--- src/rtl/seq_decimalizer_if.sv ---
// seq_decimalizer_if: start/done handshake and data bus between a requester
// (game-state side) and the sequential binary-to-BCD converter.
interface seq_decimalizer_if #(
  parameter int W_IN     = 6,
  parameter int DIGITS   = 2,
  parameter int CHANNELS = 3
);
  logic                           start_i;
  logic [CHANNELS*W_IN-1:0]       value_i;
  logic                           ready_o;
  logic                           done_o;
  logic [CHANNELS*DIGITS*4-1:0]   bcd_o;
  logic [CHANNELS-1:0]            ovf_o;

  modport master (
    output start_i,
    output value_i,
    input  ready_o,
    input  done_o,
    input  bcd_o,
    input  ovf_o
  );

  modport slave (
    input  start_i,
    input  value_i,
    output ready_o,
    output done_o,
    output bcd_o,
    output ovf_o
  );
endinterface

--- src/rtl/seq_decimalizer.sv ---
// seq_decimalizer: multi-channel sequential binary-to-BCD converter using
// shift-add-3 (double dabble). All channels convert in lock-step, one input
// bit per clock. Results saturate to all-9s when a channel does not fit in
// DIGITS decimal digits.
// Build option: define SEQ_DECIMALIZER_BLANK_EN to replace leading zero digits
// with 4'hF ("blank" for the font ROM); the units digit is never blanked.

// Checker: every accumulator digit must remain a valid BCD value (0..9).
module seq_decimalizer_chk #(
  parameter int NDIG = 6
) (
  input logic              clk,
  input logic              rst_n,
  input logic [NDIG*4-1:0] acc_i
);
  // Check each accumulator digit after every clock edge while out of reset.
  always @(posedge clk) begin
    if (rst_n) begin
      for (int i = 0; i < NDIG; i++) begin
        assert (acc_i[i*4 +: 4] <= 4'd9);
      end
    end
  end
endmodule

module seq_decimalizer #(
  parameter int W_IN     = 6,
  parameter int DIGITS   = 2,
  parameter int CHANNELS = 3
) (
  input logic               clk,
  input logic               rst_n,
  seq_decimalizer_if.slave  bus
);
  // Internal digit count that always covers 2^W_IN-1.
  localparam int DI   = (W_IN + 2) / 3;
  localparam int MAXD = (DI > DIGITS) ? DI : DIGITS;
  localparam int CW   = $clog2(W_IN + 1);

  typedef enum logic [1:0] {
    ST_IDLE = 2'd0,
    ST_CONV = 2'd1,
    ST_DONE = 2'd2
  } state_t;

  state_t                               state_q, state_d;
  logic [CW-1:0]                        cnt_q, cnt_d;
  logic [CHANNELS-1:0][W_IN-1:0]        shreg_q, shreg_d, shreg_step_s;
  logic [CHANNELS-1:0][DI*4-1:0]        acc_q, acc_d, acc_step_s;
  logic [CHANNELS*DIGITS*4-1:0]         bcd_q, bcd_d, fmt_bcd_s;
  logic [CHANNELS-1:0]                  ovf_q, ovf_d, fmt_ovf_s;
  logic [CHANNELS-1:0][DIGITS*4:0]      fmt_res_s;
  logic                                 ready_q, ready_d;
  logic                                 done_q, done_d;

  // Add-3 correction for one BCD digit ahead of a left shift.
  function automatic logic [3:0] dig_adj(input logic [3:0] dig);
    if (dig >= 4'd5) begin
      return dig + 4'd3;
    end else begin
      return dig;
    end
  endfunction

  // One double-dabble step of a channel accumulator: correct then shift in a bit.
  function automatic logic [DI*4-1:0] acc_shift(input logic [DI*4-1:0] acc,
                                                input logic            in_bit);
    logic [DI*4-1:0] a;
    a = acc;
    for (int d = 0; d < DI; d++) begin
      a[d*4 +: 4] = dig_adj(acc[d*4 +: 4]);
    end
    return {a[DI*4-2:0], in_bit};
  endfunction

  // Map a finished accumulator to {ovf, DIGITS digits}: saturate, extend, blank.
  function automatic logic [DIGITS*4:0] fmt_channel(input logic [DI*4-1:0] acc);
    logic [MAXD*4-1:0]   w;
    logic                ovf;
    logic [DIGITS*4-1:0] o;
`ifdef SEQ_DECIMALIZER_BLANK_EN
    logic                lead;
`endif
    w            = '0;
    w[DI*4-1:0]  = acc;
    ovf          = 1'b0;
    for (int d = DIGITS; d < MAXD; d++) begin
      ovf = ovf | (w[d*4 +: 4] != 4'd0);
    end
    for (int d = 0; d < DIGITS; d++) begin
      o[d*4 +: 4] = ovf ? 4'h9 : w[d*4 +: 4];
    end
`ifdef SEQ_DECIMALIZER_BLANK_EN
    // Saturated results carry no leading zeros, so blanking never touches them.
    lead = ~ovf;
    for (int d = DIGITS - 1; d >= 1; d--) begin
      if (lead && (o[d*4 +: 4] == 4'd0)) begin
        o[d*4 +: 4] = 4'hF;
      end else begin
        lead = 1'b0;
      end
    end
`endif
    return {ovf, o};
  endfunction

  // Datapath step for all channels: the accumulator/shift values after one bit.
  always_comb begin
    acc_step_s   = acc_q;
    shreg_step_s = shreg_q;
    for (int c = 0; c < CHANNELS; c++) begin
      acc_step_s[c]   = acc_shift(acc_q[c], shreg_q[c][W_IN-1]);
      shreg_step_s[c] = shreg_q[c] << 1;
    end
  end

  // Output formatting from the post-shift accumulators (used on the last bit).
  always_comb begin
    fmt_res_s = '0;
    fmt_bcd_s = '0;
    fmt_ovf_s = '0;
    for (int c = 0; c < CHANNELS; c++) begin
      fmt_res_s[c]                          = fmt_channel(acc_step_s[c]);
      fmt_bcd_s[c*DIGITS*4 +: DIGITS*4]     = fmt_res_s[c][DIGITS*4-1:0];
      fmt_ovf_s[c]                          = fmt_res_s[c][DIGITS*4];
    end
  end

  // Next-state logic: IDLE accepts, CONV shifts W_IN bits, DONE pulses for one cycle.
  always_comb begin
    state_d = state_q;
    cnt_d   = cnt_q;
    shreg_d = shreg_q;
    acc_d   = acc_q;
    bcd_d   = bcd_q;
    ovf_d   = ovf_q;
    case (state_q)
      ST_IDLE: begin
        if (bus.start_i) begin
          shreg_d = bus.value_i;
          acc_d   = '0;
          cnt_d   = CW'(W_IN);
          state_d = ST_CONV;
        end else begin
          state_d = ST_IDLE;
        end
      end
      ST_CONV: begin
        acc_d   = acc_step_s;
        shreg_d = shreg_step_s;
        cnt_d   = cnt_q - CW'(1);
        if (cnt_q == CW'(1)) begin
          // Last bit: capture the formatted result as we enter DONE.
          bcd_d   = fmt_bcd_s;
          ovf_d   = fmt_ovf_s;
          state_d = ST_DONE;
        end else begin
          state_d = ST_CONV;
        end
      end
      ST_DONE: begin
        state_d = ST_IDLE;
      end
      default: begin
        state_d = ST_IDLE;
      end
    endcase
    ready_d = (state_d == ST_IDLE);
    done_d  = (state_d == ST_DONE);
  end

  // State and datapath registers; reset aborts any conversion in flight.
  always_ff @(posedge clk or negedge rst_n) begin
    if (!rst_n) begin
      state_q <= ST_IDLE;
      cnt_q   <= '0;
      shreg_q <= '0;
      acc_q   <= '0;
      bcd_q   <= '0;
      ovf_q   <= '0;
      ready_q <= 1'b1;
      done_q  <= 1'b0;
    end else begin
      state_q <= state_d;
      cnt_q   <= cnt_d;
      shreg_q <= shreg_d;
      acc_q   <= acc_d;
      bcd_q   <= bcd_d;
      ovf_q   <= ovf_d;
      ready_q <= ready_d;
      done_q  <= done_d;
    end
  end

  assign bus.ready_o = ready_q;
  assign bus.done_o  = done_q;
  assign bus.bcd_o   = bcd_q;
  assign bus.ovf_o   = ovf_q;

  seq_decimalizer_chk #(.NDIG(CHANNELS*DI)) u_chk (
    .clk   (clk),
    .rst_n (rst_n),
    .acc_i (acc_q)
  );
endmodule

--- src/flat_wrapper.sv ---
// flat-port wrapper written by rule: the top's interface ports become plain ports
module seq_decimalizer_flat 
#(
  parameter int W_IN     = 6,
  parameter int DIGITS   = 2,
  parameter int CHANNELS = 3
)
  (clk, rst_n, bus_start_i, bus_value_i, bus_ready_o, bus_done_o, bus_bcd_o, bus_ovf_o);
  seq_decimalizer_if #(.W_IN(W_IN), .DIGITS(DIGITS), .CHANNELS(CHANNELS)) bus_i ();
  input logic clk;
  input logic rst_n;
  input wire logic [$bits(bus_i.start_i)-1:0] bus_start_i;
  input wire logic [$bits(bus_i.value_i)-1:0] bus_value_i;
  output wire logic [$bits(bus_i.ready_o)-1:0] bus_ready_o;
  output wire logic [$bits(bus_i.done_o)-1:0] bus_done_o;
  output wire logic [$bits(bus_i.bcd_o)-1:0] bus_bcd_o;
  output wire logic [$bits(bus_i.ovf_o)-1:0] bus_ovf_o;
  assign bus_i.start_i = bus_start_i;
  assign bus_i.value_i = bus_value_i;
  assign bus_ready_o = bus_i.ready_o;
  assign bus_done_o = bus_i.done_o;
  assign bus_bcd_o = bus_i.bcd_o;
  assign bus_ovf_o = bus_i.ovf_o;
  seq_decimalizer #(.W_IN(W_IN), .DIGITS(DIGITS), .CHANNELS(CHANNELS)) u_core (.clk(clk), .rst_n(rst_n), .bus(bus_i));
endmodule
--- config.mk ---
export PLATFORM = sky130hd
export DESIGN_NAME = seq_decimalizer_flat
export DESIGN_NICKNAME = d
export VERILOG_FILES = /design/src/rtl/seq_decimalizer_if.sv /design/src/rtl/seq_decimalizer.sv /design/src/flat_wrapper.sv
export SDC_FILE = /design/constraint.sdc
export NUM_CORES = 1
export LEC_CHECK = 0
export CORE_UTILIZATION = 54
export CTS_CLUSTER_DIAMETER = 200
export DETAILED_ROUTE_END_ITERATION = 8
export PLACE_DENSITY_LB_ADDON = 0.12
export SETUP_SLACK_MARGIN = 0.02
export SLEW_MARGIN = 20
export SYNTH_ARGS = -nofsm -noshare
export SYNTH_HDL_FRONTEND = slang
export SYNTH_SLANG_ARGS = --single-unit
export TNS_END_PERCENT = 10
--- constraint.sdc ---
create_clock -name clk -period 2.2 [get_ports clk]
set_input_delay 0.22 -clock clk [delete_from_list [all_inputs] [get_ports clk]]
set_output_delay 0.22 -clock clk [all_outputs]
set_load 0.1 [all_outputs]
# Yosys cells after proc, flatten, opt, wreduce, memory -nomap -nowiden
# Index checks and enable logic that the tools add are counted.
[classes] addsub=7 multipliers=0 div_mod_pow=0 magnitude_cmp=6 n_eq_ne=4 shifts=0 n_mux=15 n_bitwise=0 reduce_logical=5
[ops] cell="24-bit case mux with 2 select lines" n=1
[ops] cell="18-bit case mux with 2 select lines" n=1
[ops] cell="4-bit by 3-bit >= comparator with 1-bit output, second input constant" n=6
[ops] cell="24-bit two-way mux" n=1
[ops] cell="18-bit two-way mux" n=1
[ops] cell="4-bit by 2-bit adder with 4-bit output, second input constant" n=3
[ops] cell="3-bit two-way mux" n=4
[ops] cell="4-bit two-way mux" n=3
[ops] cell="3-bit by 2-bit adder with 3-bit output, second input constant" n=3
[ops] cell="3-bit case mux with 2 select lines" n=1
[ops] cell="2-bit logical NOT" n=2
[ops] cell="2-bit case mux with 2 select lines" n=1
[ops] cell="2-bit AND reduction" n=2
[ops] cell="3-bit by 1-bit equality test with 1-bit output, second input constant" n=1
[ops] cell="3-bit by 1-bit subtractor with 3-bit output, second input constant" n=1
[ops] cell="2-bit by 1-bit equality test with 1-bit output, second input constant" n=1
[ops] cell="2-bit equality test, second input constant" n=1
[ops] cell="2-bit two-way mux" n=1
[ops] cell="2-bit inequality test, second input constant" n=1
[ops] cell="2-bit nonzero test" n=1
[ops] cell="1-bit two-way mux" n=1
[totals] ff_bits=73 latch_bits=0 ramBits=0 romBits=0 in_bits=21 output_inout_bits=29 word_cells=48 mem_count=0

# Depth between registers and ports, before layout
# Gate-level depths: netlist (run 1).
[logic_depth] ltp_word=4 mapped_depth=8 depth_no_buf=7

# Worst setup path after synthesis (run 1)
# Ideal clock, no wire load.
[synth_path] path_type="flip-flop to flip-flop" startpoint="register u_core.acc_q[20] (netlist bit)" endpoint="register u_core.acc_q[22] (netlist bit)" setup_time_ns=0.083 t_arrival_ns=1.418 required_time_ns=2.117 setup_slack_ns=0.699 path_stages_with_launch=7 path_buffers=0 synth_period_minus_slack_ns=1.501 path_cell_list="dfrtp_1 -> inv_1 -> ha_1 -> nand2b_1 -> a21oi_1 -> mux2_2 -> o21ai_0"
[synth_between] elab_chain_len=3 word_cells_on_any_way=4 cone_classes="1 x add/sub; 1 x order compare; 2 x mux"
[synth_rtl] item="from (decl)" line="seq_decimalizer.sv:49" text="logic [CHANNELS-1:0][DI*4-1:0] acc_q, acc_d, acc_step_s;"
[synth_rtl] item="from (signal assigned)" line="seq_decimalizer.sv:178" text="acc_q <= '0;"
[synth_rtl] item="from (signal assigned)" line="seq_decimalizer.sv:187" text="acc_q <= acc_d;"
[synth_rtl] item="4-bit by 3-bit >= comparator with 1-bit output / 3-bit by 2-bit adder with 3-bit output (equally long branches)" line="seq_decimalizer.sv:58, seq_decimalizer.sv:59"
[synth_rtl] item="3-bit two-way mux (*)" line="seq_decimalizer.sv:58" text="if (dig >= 4'd5) begin"
[synth_rtl] item="24-bit case mux with 2 select lines (*)" line="seq_decimalizer.sv:137" text="case (state_q)"
# Every way passes the cells marked *; elsewhere a longest branch is shown, timed or not.
# A chain may end at the register's enable or synchronous reset.

# Worst setup path in the final report (run 1)
[layout_path] startpoint="register u_core.acc_q[4] (netlist bit)" endpoint="register u_core.acc_q[6] (netlist bit)"
# Same word-level chain as after synthesis.

==> summary.txt, run 1 <==
Die
  • Total die area: around 6700 µm²
  • Starting density of the core: between 50% and 60%
  • Core area: 6061 µm²
  • Number of top-level pins: 50
  • Die width: between 80 and 90 µm
  • Row Count: 28
  • Die Span Y: ~82 µm

CTS
  • Clk sinks: 73
  • Num CTS Buffers: 9
  • Worst-Skew Late Latency: about 0.34 ns
  • CTS Buffer Depth: 2
  • CTS root buffer: clkbuf_8
  • Worst-path clk slew: approximately 0.070 ns
  • CTS H-Tree Depth: 3
  • Setup bufs post-CTS: 0
  • TritonCTS clock tree: done

Finish
  • Layout Nets: 408
  • Finished Cell Area: ~4100 µm²
  • Commonest cells after routing, fill and taps aside: dfrtp_1 (72), nand2_1 (55), buf_4 (30)
  • Area Overhead vs Synth: 17.56%
  • Most common cell after layout, fill and taps aside: dfrtp_1
  • Layout cells sized above 1: 16.49%
  • Inserted Diodes: 0

STA
  • Final setup viols: 0
  • Setup TNS: 0 ns
  • RSZ-0062 raised after global routing: no
  • Fin. max-slew vios: 0
  • Final period util: between 70% and 80%
  • Setup Skew: ~0.0052 ns
  • Minimum clock period: between 1.5 and 2 ns
  • Worst-Margin Slew: around 0.62 ns
  • Peak Freq: roughly 610 MHz
  • Hold Fails Final Rpt: 0
  • Max_slew headroom: between 50% and 60%

Worst setup path
  • Max stage delay on crit path: approximately 0.42 ns
  • Crit path DAT: 1.91 ns
  • Worst path bufs/invs: 1
  • Crit-path slowest cell: dfrtp_1
  • Startpoint types: flop
  • Crit. End Element: flop
  • Required @ worst endpoint: 2.46 ns
  • CP cell instances: inv_1, ha_1, nand2b_1, a21oi_1, mux2_2, o21ai_0
  • Crit Path Category: flop to flop
  • Worst Path Max Fanout: 5
  • CP top delay family: flip-flops

Synthesis
  • Synth cell types: 33
  • XOR/XNOR share of the synthesized area: 1.517%
  • Simple-gate share of the synthesized area: 12.10%
  • Largest family of logic cells by synthesized area: compound AO/OA/AOI/OAI gates
  • Seq/Total Area, Yosys: between 50 and 60%
  • Synth Area in Adders: between 5 and 6%
  • Post-synthesis compound-gate area fraction: roughly 13%
  • Synthesis Warnings: 0
  • Post-Syn Area per Cell: 10.59 µm²
  • Synthesized cell area: approximately 3500 µm²
  • Multiplexer share of the synthesized area: a little under a tenth
  • Cell count after synthesis: around 330
  • Flop and latch count out of synthesis: 73

Detailed routing
  • DR vias/cell: 5.375
  • Total number of vias: between 2000 and 2500
  • DRC violations left: 0
  • Drt total wl: 6.414 mm
  • DR pass1 iterations: 4
  • WL/cell: ~14 µm
  • ANT nets after route: 0
  • Iter 0 DRT Violations: 120

Placement
  • # port buffers: between 40 and 50
  • Placement Cell Area: ~4000 µm²
  • GPL Wtd Cong: 0.7593
  • Hpwl dp: between 4 and 5 mm

Global route
  • Total track usage: 21.65%
  • Remaining Overflow, GRT: 0
  • First-pass GRT wire length: ~11 mm
  • Pin count of the biggest net entering global routing: 53
  • Initial antenna violation count: 0
  • Vias in the first global route: 2378

Run
  • Maxcap violations: 0

Hold path
  • HP Class: input pin to asynchronous set/reset pin

Run status
  • Outcome: completed
==> cells by family after synthesis <==
logic type / Yosys count
adders and majority gates: 14
DFF: 73
buffers and inverters: 35
xor gates and xnor gates: 6
muxes: 29
other: 1
and+or+nand+nor: 89
AOI/OAI and AO/OA: 80
==> cell usage after synthesis <==
library cell	number	area share, %
dfrtp_1	72	52
nand2_1	55	6.0
o21ai_0	28	4.0
o21ai_1	20	2.9
mux2i_1	18	5.2
inv_1	15	1.6
a21oi_1	14	2.0
ha_1	14	5.1
a22o_1	11	2.8
buf_2	10	1.4
nor3b_1	9	2.0
nand2b_1	7	1.3
mux2_4	6	2.6
nand3_1	6	0.87
nor3_1	6	0.87
xnor2_1	6	1.5
mux2_2	5	1.6
a21oi_2	3	0.76
buf_4	3	0.65
buf_6	3	0.98
o31ai_1	3	0.65
clkbuf_1	2	0.22
and2_1	1	0.18
and2b_1	1	0.22
and3_1	1	0.18
buf_8	1	0.43
conb_1	1	0.11
dfstp_2	1	0.76
inv_4	1	0.18
nand2_4	1	0.33
nor2_1	1	0.11
nor2b_1	1	0.18
o21bai_2	1	0.33
==> path summary, 6_finish.rpt <==
check                                startpoint              endpoint  slack, ns  depth (start not counted)
setup / recovery                u_core.acc_q[4]       u_core.acc_q[6]       0.55                          6
max in group asynchronous                 rst_n      u_core.acc_q[10]       1.26                          3
hold / removal                            rst_n     u_core.bus.done_o       0.37                          2
min in group clk                bus_value_i[12]    u_core.shreg_q[12]       0.47                          2
setup reg to reg                u_core.acc_q[4]       u_core.acc_q[6]       0.55                          6
hold reg to reg            u_core.bus.bcd_o[14]  u_core.bus.bcd_o[14]       0.48                          2
==> cell type report <==
type | count | area [µm²]
clock buffers | 14 | 162.7
fillers | 508 | 1989
inverters | 16 | 62.56
multi-input cells | 221 | 1459
flip-flops and latches | 73 | 1828
well taps | 75 | 93.84
repair buffers | 52 | 465.4
==> sequential cells by signal, summed over array words and instances (netlist names) <==
| register | count |
|---|---|
| u_core.acc_q | 24 |
| u_core.bus.bcd_o | 24 |
| u_core.shreg_q | 15 |
| u_core.acc_step_s | 3 |
| u_core.cnt_q | 3 |
| u_core.state_q | 2 |
| u_core.bus.done_o | 1 |
| u_core.bus.ready_o | 1 |
==> routing by layer <==
layer	global-route usage [%]	share of wire, %	up-vias
li1	-	-	1202
met1	28.91	48	1163
met2	33.88	47	51
met3	5.444	4.6	8
met4	8.070	1.3	0
met5	0	0	-
==> metrics by stage <==
step	hold slack, ns	instances	util [%]	worst slack [ns]
floorplan	-0.07559	329	-	0.6992
global placement	0.2159	436	64.33	0.5422
detailed placement	0.2189	436	64.33	0.4734
CTS	0.3933	451	67.18	0.5460
global route	0.4389	451	67.18	0.4234
finish	0.3741	451	67.18	0.5486
==> what timing repair did <==
action                                  CTS  global route
gates resized for setup                   0             0
hold buffers                              1             0
hold endpoints to repair                 36             0
endpoints found under the setup margin    0             0
Power of run 1 is left out: the tool's default activity adds up to more than one toggle a clock period on the data nets, which glitch-free logic cannot reach.
==> run 2: changes to the inputs <==
Clock period 2.2 ns to 1.7 ns, I/O delays scaled along.
==> run 2 against run 1 <==
Compared with the run above:
- maximum frequency grew 1.1%
- sequential share of layout area down 1.8 points
- die area unchanged
- first-iteration DRC count decreased by 18%
- wire length grew 3.6%
- setup slack got worse by 0.48 ns
- utilization grew 2.8 points
- non-clock buffer count up 4
- register-to-register slack worse by 0.48 ns
==> summary.txt, run 2 (synthesis results as in run 1) <==
Detailed routing
  • DRC violations left: 0 (unchanged)
  • Iter 0 DRT Violations: 99 (-18%)
  • DR vias/cell: 5.407 (+0.59%)
  • DR pass1 iterations: 4 (unchanged)
  • ANT nets after route: 0 (unchanged)
  • WL/cell: 14.60 µm (+2.6%)
  • Total number of vias: 2460 (+1.5%)
  • Drt total wl: 6.642 mm (+3.6%)

CTS
  • CTS Buffer Depth: 2 (unchanged)
  • CTS H-Tree Depth: 3 (unchanged)
  • TritonCTS clock tree: done
  • Clk sinks: 73 (unchanged)
  • Worst-Skew Late Latency: 0.34 ns (about the same)
  • CTS root buffer: clkbuf_8
  • Num CTS Buffers: 9 (unchanged)
  • Setup bufs post-CTS: 0 (unchanged)
  • Worst-path clk slew: 0.07 ns (about the same)

Finish
  • Filler cells: 472 (-7.1%)
  • Area of the multi-input gates: 1485 µm² (+1.8%)
  • Fin cells: 455 (+0.89%)
  • Final core occ: 69.98% (+2.8 points)
  • Area Overhead vs Synth: 22.47%
  • Layout cells sized above 1: 20.00% (+3.5 points)
  • Inserted Diodes: 0 (unchanged)
  • Most common cell after layout, fill and taps aside: dfrtp_1
  • Layout Nets: 412 (+0.98%)
  • FF/Latch Area: 1829 µm² (about the same)
  • Commonest cells after routing, fill and taps aside: dfrtp_1 (71), nand2_1 (55), o21ai_0 (26)

Placement
  • # port buffers: 46 (unchanged)
  • GPL Wtd Cong: 0.7563 (-0.40%)
  • Hpwl dp: 4.520 mm (+6.2%)
  • Dpl cells: 440 (+0.92%)

Die
  • Die width: 82.09 µm (unchanged)
  • Die Span Y: 82.09 µm (unchanged)
  • Starting density of the core: 57.14% (unchanged)
  • Core area: 6061 µm² (unchanged)
  • Row Count: 28 (unchanged)
  • Total die area: 6738 µm² (unchanged)
  • Number of top-level pins: 50 (unchanged)

Worst setup path
  • Crit-path slowest cell: dfrtp_1
  • Worst Path Max Fanout: 5 (unchanged)
  • Crit Path Category: flop to flop
  • CP cell instances: inv_1, ha_2, nand2b_1, a21oi_2, mux2_2, o21ai_0
  • Required @ worst endpoint: 1.96 ns (-0.50 ns)
  • Crit path DAT: 1.89 ns (-0.02 ns)
  • Startpoint types: flop
  • Max stage delay on crit path: 0.43 ns (about the same)
  • Crit. End Element: flop

STA
  • Fin Hold WS: 0.3271 ns (-0.04702 ns)
  • RSZ-0062 raised after global routing: yes
  • Peak Freq: 612.1 MHz (+1.1%)
  • Hold Fails Final Rpt: 0 (unchanged)
  • Setup TNS: 0 ns (unchanged)
  • Setup Skew: 0.005662 ns (+0.0005094 ns)
  • Fin. max-slew vios: 0 (unchanged)
  • Minimum clock period: 1.634 ns (-0.01768 ns)
  • Final setup viols: 0 (unchanged)
  • Final period util: 96.10% (+21 points)

Global route
  • Initial antenna violation count: 0 (unchanged)
  • Total track usage: 22.39% (+0.74 points)
  • Vias in the first global route: 2431 (+2.2%)
  • First-pass GRT wire length: 11.22 mm (+3.4%)
  • Pin count of the biggest net entering global routing: 53 (unchanged)
  • Remaining Overflow, GRT: 0 (unchanged)

Run
  • Maxcap violations: 0 (unchanged)

Run status
  • Outcome: completed

Hold path
  • HP Class: input pin to asynchronous set/reset pin
==> run 2: cell type report <==
class	instances	area share (%)
tap	75	2.212
clock buffer	14	3.835
inverter	16	1.475
timing repair buffer	56	14.34
sequential	73	43.13
multi-input combinational	221	35.01
==> run 2: worst paths after layout <==
kind	from	endpoint	slack (ns)	cells after the start
min reg2reg	u_core.bus.bcd_o[16]	u_core.bus.bcd_o[16]	0.48	2
max reg2reg	u_core.acc_q[4]	u_core.bus.bcd_o[6]	0.07	6
min	rst_n	u_core.bus.bcd_o[22]	0.33	2
max in group asynchronous	rst_n	u_core.shreg_q[8]	0.79	3
min in group clk	bus_value_i[12]	u_core.shreg_q[12]	0.43	2
max	u_core.acc_q[4]	u_core.bus.bcd_o[6]	0.07	6
==> run 2: routing by layer <==
metal | GRT usage, % | part of all wire, % | vias to the layer above
met3 | 5.667 | 3.1 | 13
li1 | - | - | 1208
met4 | 8.421 | 1.8 | 0
met5 | 0 | 0 | -
met1 | 29.79 | 48 | 1193
met2 | 35.12 | 47 | 46
==> run 2: through the flow <==
stage / area (µm²) / worst slack (ns)
floorplan: 3471 / 0.1992
global placement: 4041 / 0.1098
detailed placement: 4041 / 0.03334
CTS: 4214 / 0.02204
global route: 4242 / 0.001434
finish: 4242 / 0.06627
==> run 2: what timing repair did <==
action	CTS	global route
resized for setup	0	12
endpoints found under the setup margin	0	15
hold buffers	1	0
hold endpoints to repair	33	0
==> run 2: critical path: cells and delay by family, from the launching register on <==
kind | cells | cell delay, ns
buffers and inverters | 1 | 0.11
DFF | 1 | 0.43
adders and majority gates | 1 | 0.22
muxes | 1 | 0.37
AOI/OAI and AO/OA | 2 | 0.35
and+or+nand+nor | 1 | 0.08
Power of run 2 is left out for the same reason.
==> run 3: changes to the inputs <==
Settings changed: CELL_PAD_IN_SITES_DETAIL_PLACEMENT set to 1, CELL_PAD_IN_SITES_GLOBAL_PLACEMENT set to 2, CORE_MARGIN set to 1, CORE_UTILIZATION 54 to 35, PLACE_DENSITY set to 0.76, PLACE_DENSITY_LB_ADDON 0.12 to unset.
==> run 3 against run 2 <==
Compared with the run above:
- wire length up 15%
- clock-buffer cell count down 4
- setup slack better by 0.057 ns
- utilization down 22 points
- design area up 6.9%
- sequential share of layout area down 2.8 points
- non-clock buffer count up 3
- hold slack worse by 0.019 ns
- clock skew up 0.0050 ns
- cell count up 13%
- global-route usage down 5.7 points
==> summary.txt, run 3 (synthesis results as in run 1) <==
CTS
  • Clk sinks: 73 (unchanged)
  • CTS Buffer Depth: 2 (unchanged)
  • TritonCTS clock tree: done
  • Num CTS Buffers: 9 (unchanged)
  • CTS H-Tree Depth: 3 (unchanged)
  • Worst-Skew Late Latency: 0.35 ns (about the same)
  • Worst-path clk slew: 0.08 ns (about the same)
  • Setup bufs post-CTS: 0 (unchanged)
  • CTS root buffer: clkbuf_8

Die
  • Total die area: 10300 µm² (+53%)
  • Core area: 9415 µm² (+55%)
  • Row Count: 35 (+25%)
  • Die width: 101.5 µm (+24%)
  • Die Span Y: 101.5 µm (+24%)
  • Number of top-level pins: 50 (unchanged)
  • Starting density of the core: 36.78% (-20 points)

Detailed routing
  • Drt total wl: 7.636 mm (+15%)
  • DR pass1 iterations: 4 (unchanged)
  • Iter 0 DRT Violations: 33 (-67%)
  • Met2 routed WL: 3.755 mm (+19%)
  • Top sig layer: met4
  • DR vias/cell: 4.899 (-9.4%)
  • Routed wl met3: 222 µm (+6.2%)
  • ANT nets after route: 0 (unchanged)
  • Routed metal-1 wirelength: 3.501 mm (+11%)
  • Total number of vias: 2518 (+2.4%)
  • WL/cell: 14.86 µm (+1.8%)
  • DRC violations left: 0 (unchanged)

Finish
  • Most common cell after layout, fill and taps aside: dfrtp_1
  • Commonest cells after routing, fill and taps aside: dfrtp_1 (72), nand2_1 (55), o21ai_0 (25)
  • Fin cells: 514 (+13%)
  • FF/Latch Area: 1828 µm² (about the same)
  • Final core occ: 48.17% (-22 points)
  • Layout Nets: 415 (+0.73%)
  • Area of the multi-input gates: 1509 µm² (+1.6%)
  • Inserted Diodes: 0 (unchanged)
  • Filler cells: 1028 (+120%)
  • Layout cells sized above 1: 21.56% (+1.6 points)
  • Area Overhead vs Synth: 30.96%

Global route
  • First-pass GRT wire length: 12.93 mm (+15%)
  • Total track usage: 16.69% (-5.7 points)
  • Pin count of the biggest net entering global routing: 41 (-23%)
  • Vias in the first global route: 2618 (+7.7%)
  • Remaining Overflow, GRT: 0 (unchanged)
  • Initial antenna violation count: 0 (unchanged)

STA
  • Fin. max-slew vios: 0 (unchanged)
  • Setup Skew: 0.01063 ns (+0.004965 ns)
  • Minimum clock period: 1.576 ns (-0.05730 ns)
  • Fin Hold WS: 0.3079 ns (-0.01915 ns)
  • RSZ-0062 raised after global routing: yes
  • Final period util: 92.73% (-3.4 points)
  • Hold Fails Final Rpt: 0 (unchanged)
  • Setup TNS: 0 ns (unchanged)
  • Final setup viols: 0 (unchanged)
  • Peak Freq: 634.3 MHz (+3.6%)

Worst setup path
  • CP cell instances: inv_1, ha_2, nand2b_1, a21oi_2, mux2i_2, mux2_4
  • RR Startpoint: u_core.acc_q[16]
  • Required @ worst endpoint: 2.00 ns (+0.04 ns)
  • Crit path DAT: 1.87 ns (-0.02 ns)
  • Max stage delay on crit path: 0.42 ns (about the same)
  • CP top delay family: multiplexers
  • Crit Path Category: flop to flop
  • FF-to-FF path depth: 6 (unchanged)
  • Critical path endpoint: u_core.bus.bcd_o[18]
  • Startpoint types: flop
  • RR Endpoint: u_core.bus.bcd_o[18]
  • R2R Setup Slk: 0.12 ns (+0.06 ns)
  • Crit-path slowest cell: dfrtp_1
  • Worst Path Max Fanout: 5 (unchanged)
  • Stages on worst setup path: 6 (unchanged)
  • Crit. Startpoint: u_core.acc_q[16]
  • Crit. End Element: flop
  • Worst path bufs/invs: 1 (unchanged)

Placement
  • GPL Wtd Cong: 0.7411 (-2.0%)
  • Hpwl dp: 5.351 mm (+18%)
  • # port buffers: 46 (unchanged)
  • Dpl cells: 497 (+13%)

Run status
  • Outcome: completed

Run
  • Maxcap violations: 0 (unchanged)

Hold path
  • HP Class: input pin to asynchronous set/reset pin
## run 3: cell types whose count changed in the layout (fill, tap and decap cells not counted), moves of 2 or more
cell,previous run,this run
clkbuf_8,11,9
clkbuf_1,3,1
clkinvlp_4,0,3
bufinv_16,0,2
ha_2,6,4
ha_4,0,2
buf_4,25,18
buf_12,11,21
## run 3: worst min-delay path by stage
| stage | startpoint | cells after the start | endpoint |
|---|---|---|---|
| 3_3_place_gp | rst_n | 1 | u_core.bus.bcd_o[13] |
| 5_1_grt | rst_n | 2 | u_core.acc_q[18] |
| 3_5_place_dp | rst_n | 1 | u_core.bus.bcd_o[15] |
| 4_1_cts | rst_n | 2 | u_core.bus.bcd_o[8] |
| 6_report | rst_n | 2 | u_core.bus.bcd_o[13] |
| 2_1_floorplan | rst_n | 0 | u_core.acc_q[0] |
## run 3: timing repair
item                                    CTS  global route
endpoints found under the setup margin    0            13
gates resized for setup                   0            15
hold endpoints to repair                 32             0
hold buffers                              1             0
## run 3: metal layers
layer  track usage (%)  vias to the layer above
met5                 0                        -
met4             8.027                        0
met3             2.899                       11
met2             27.58                       39
met1             21.28                     1255
li1                  -                     1213
## run 3: per-stage QoR
step | setup slack [ns] | cell area [µm²]
floorplan | 0.1992 | 3471
global placement | 0.1281 | 4257
detailed placement | 0.03868 | 4257
CTS | 0.02662 | 4486
global route | 0.02144 | 4536
finish | 0.1236 | 4536
## run 3: layout make-up
| type | instances | area share (%) |
|---|---|---|
| Clock buffer | 10 | 2.814 |
| Timing Repair Buffer | 59 | 16.66 |
| Multi-Input combinational cell | 221 | 33.27 |
| Clock inverter | 6 | 2.014 |
| Sequential cell | 73 | 40.30 |
| Tap cell | 129 | 3.559 |
| Inverter | 16 | 1.379 |
Power of run 3 is left out for the same reason.
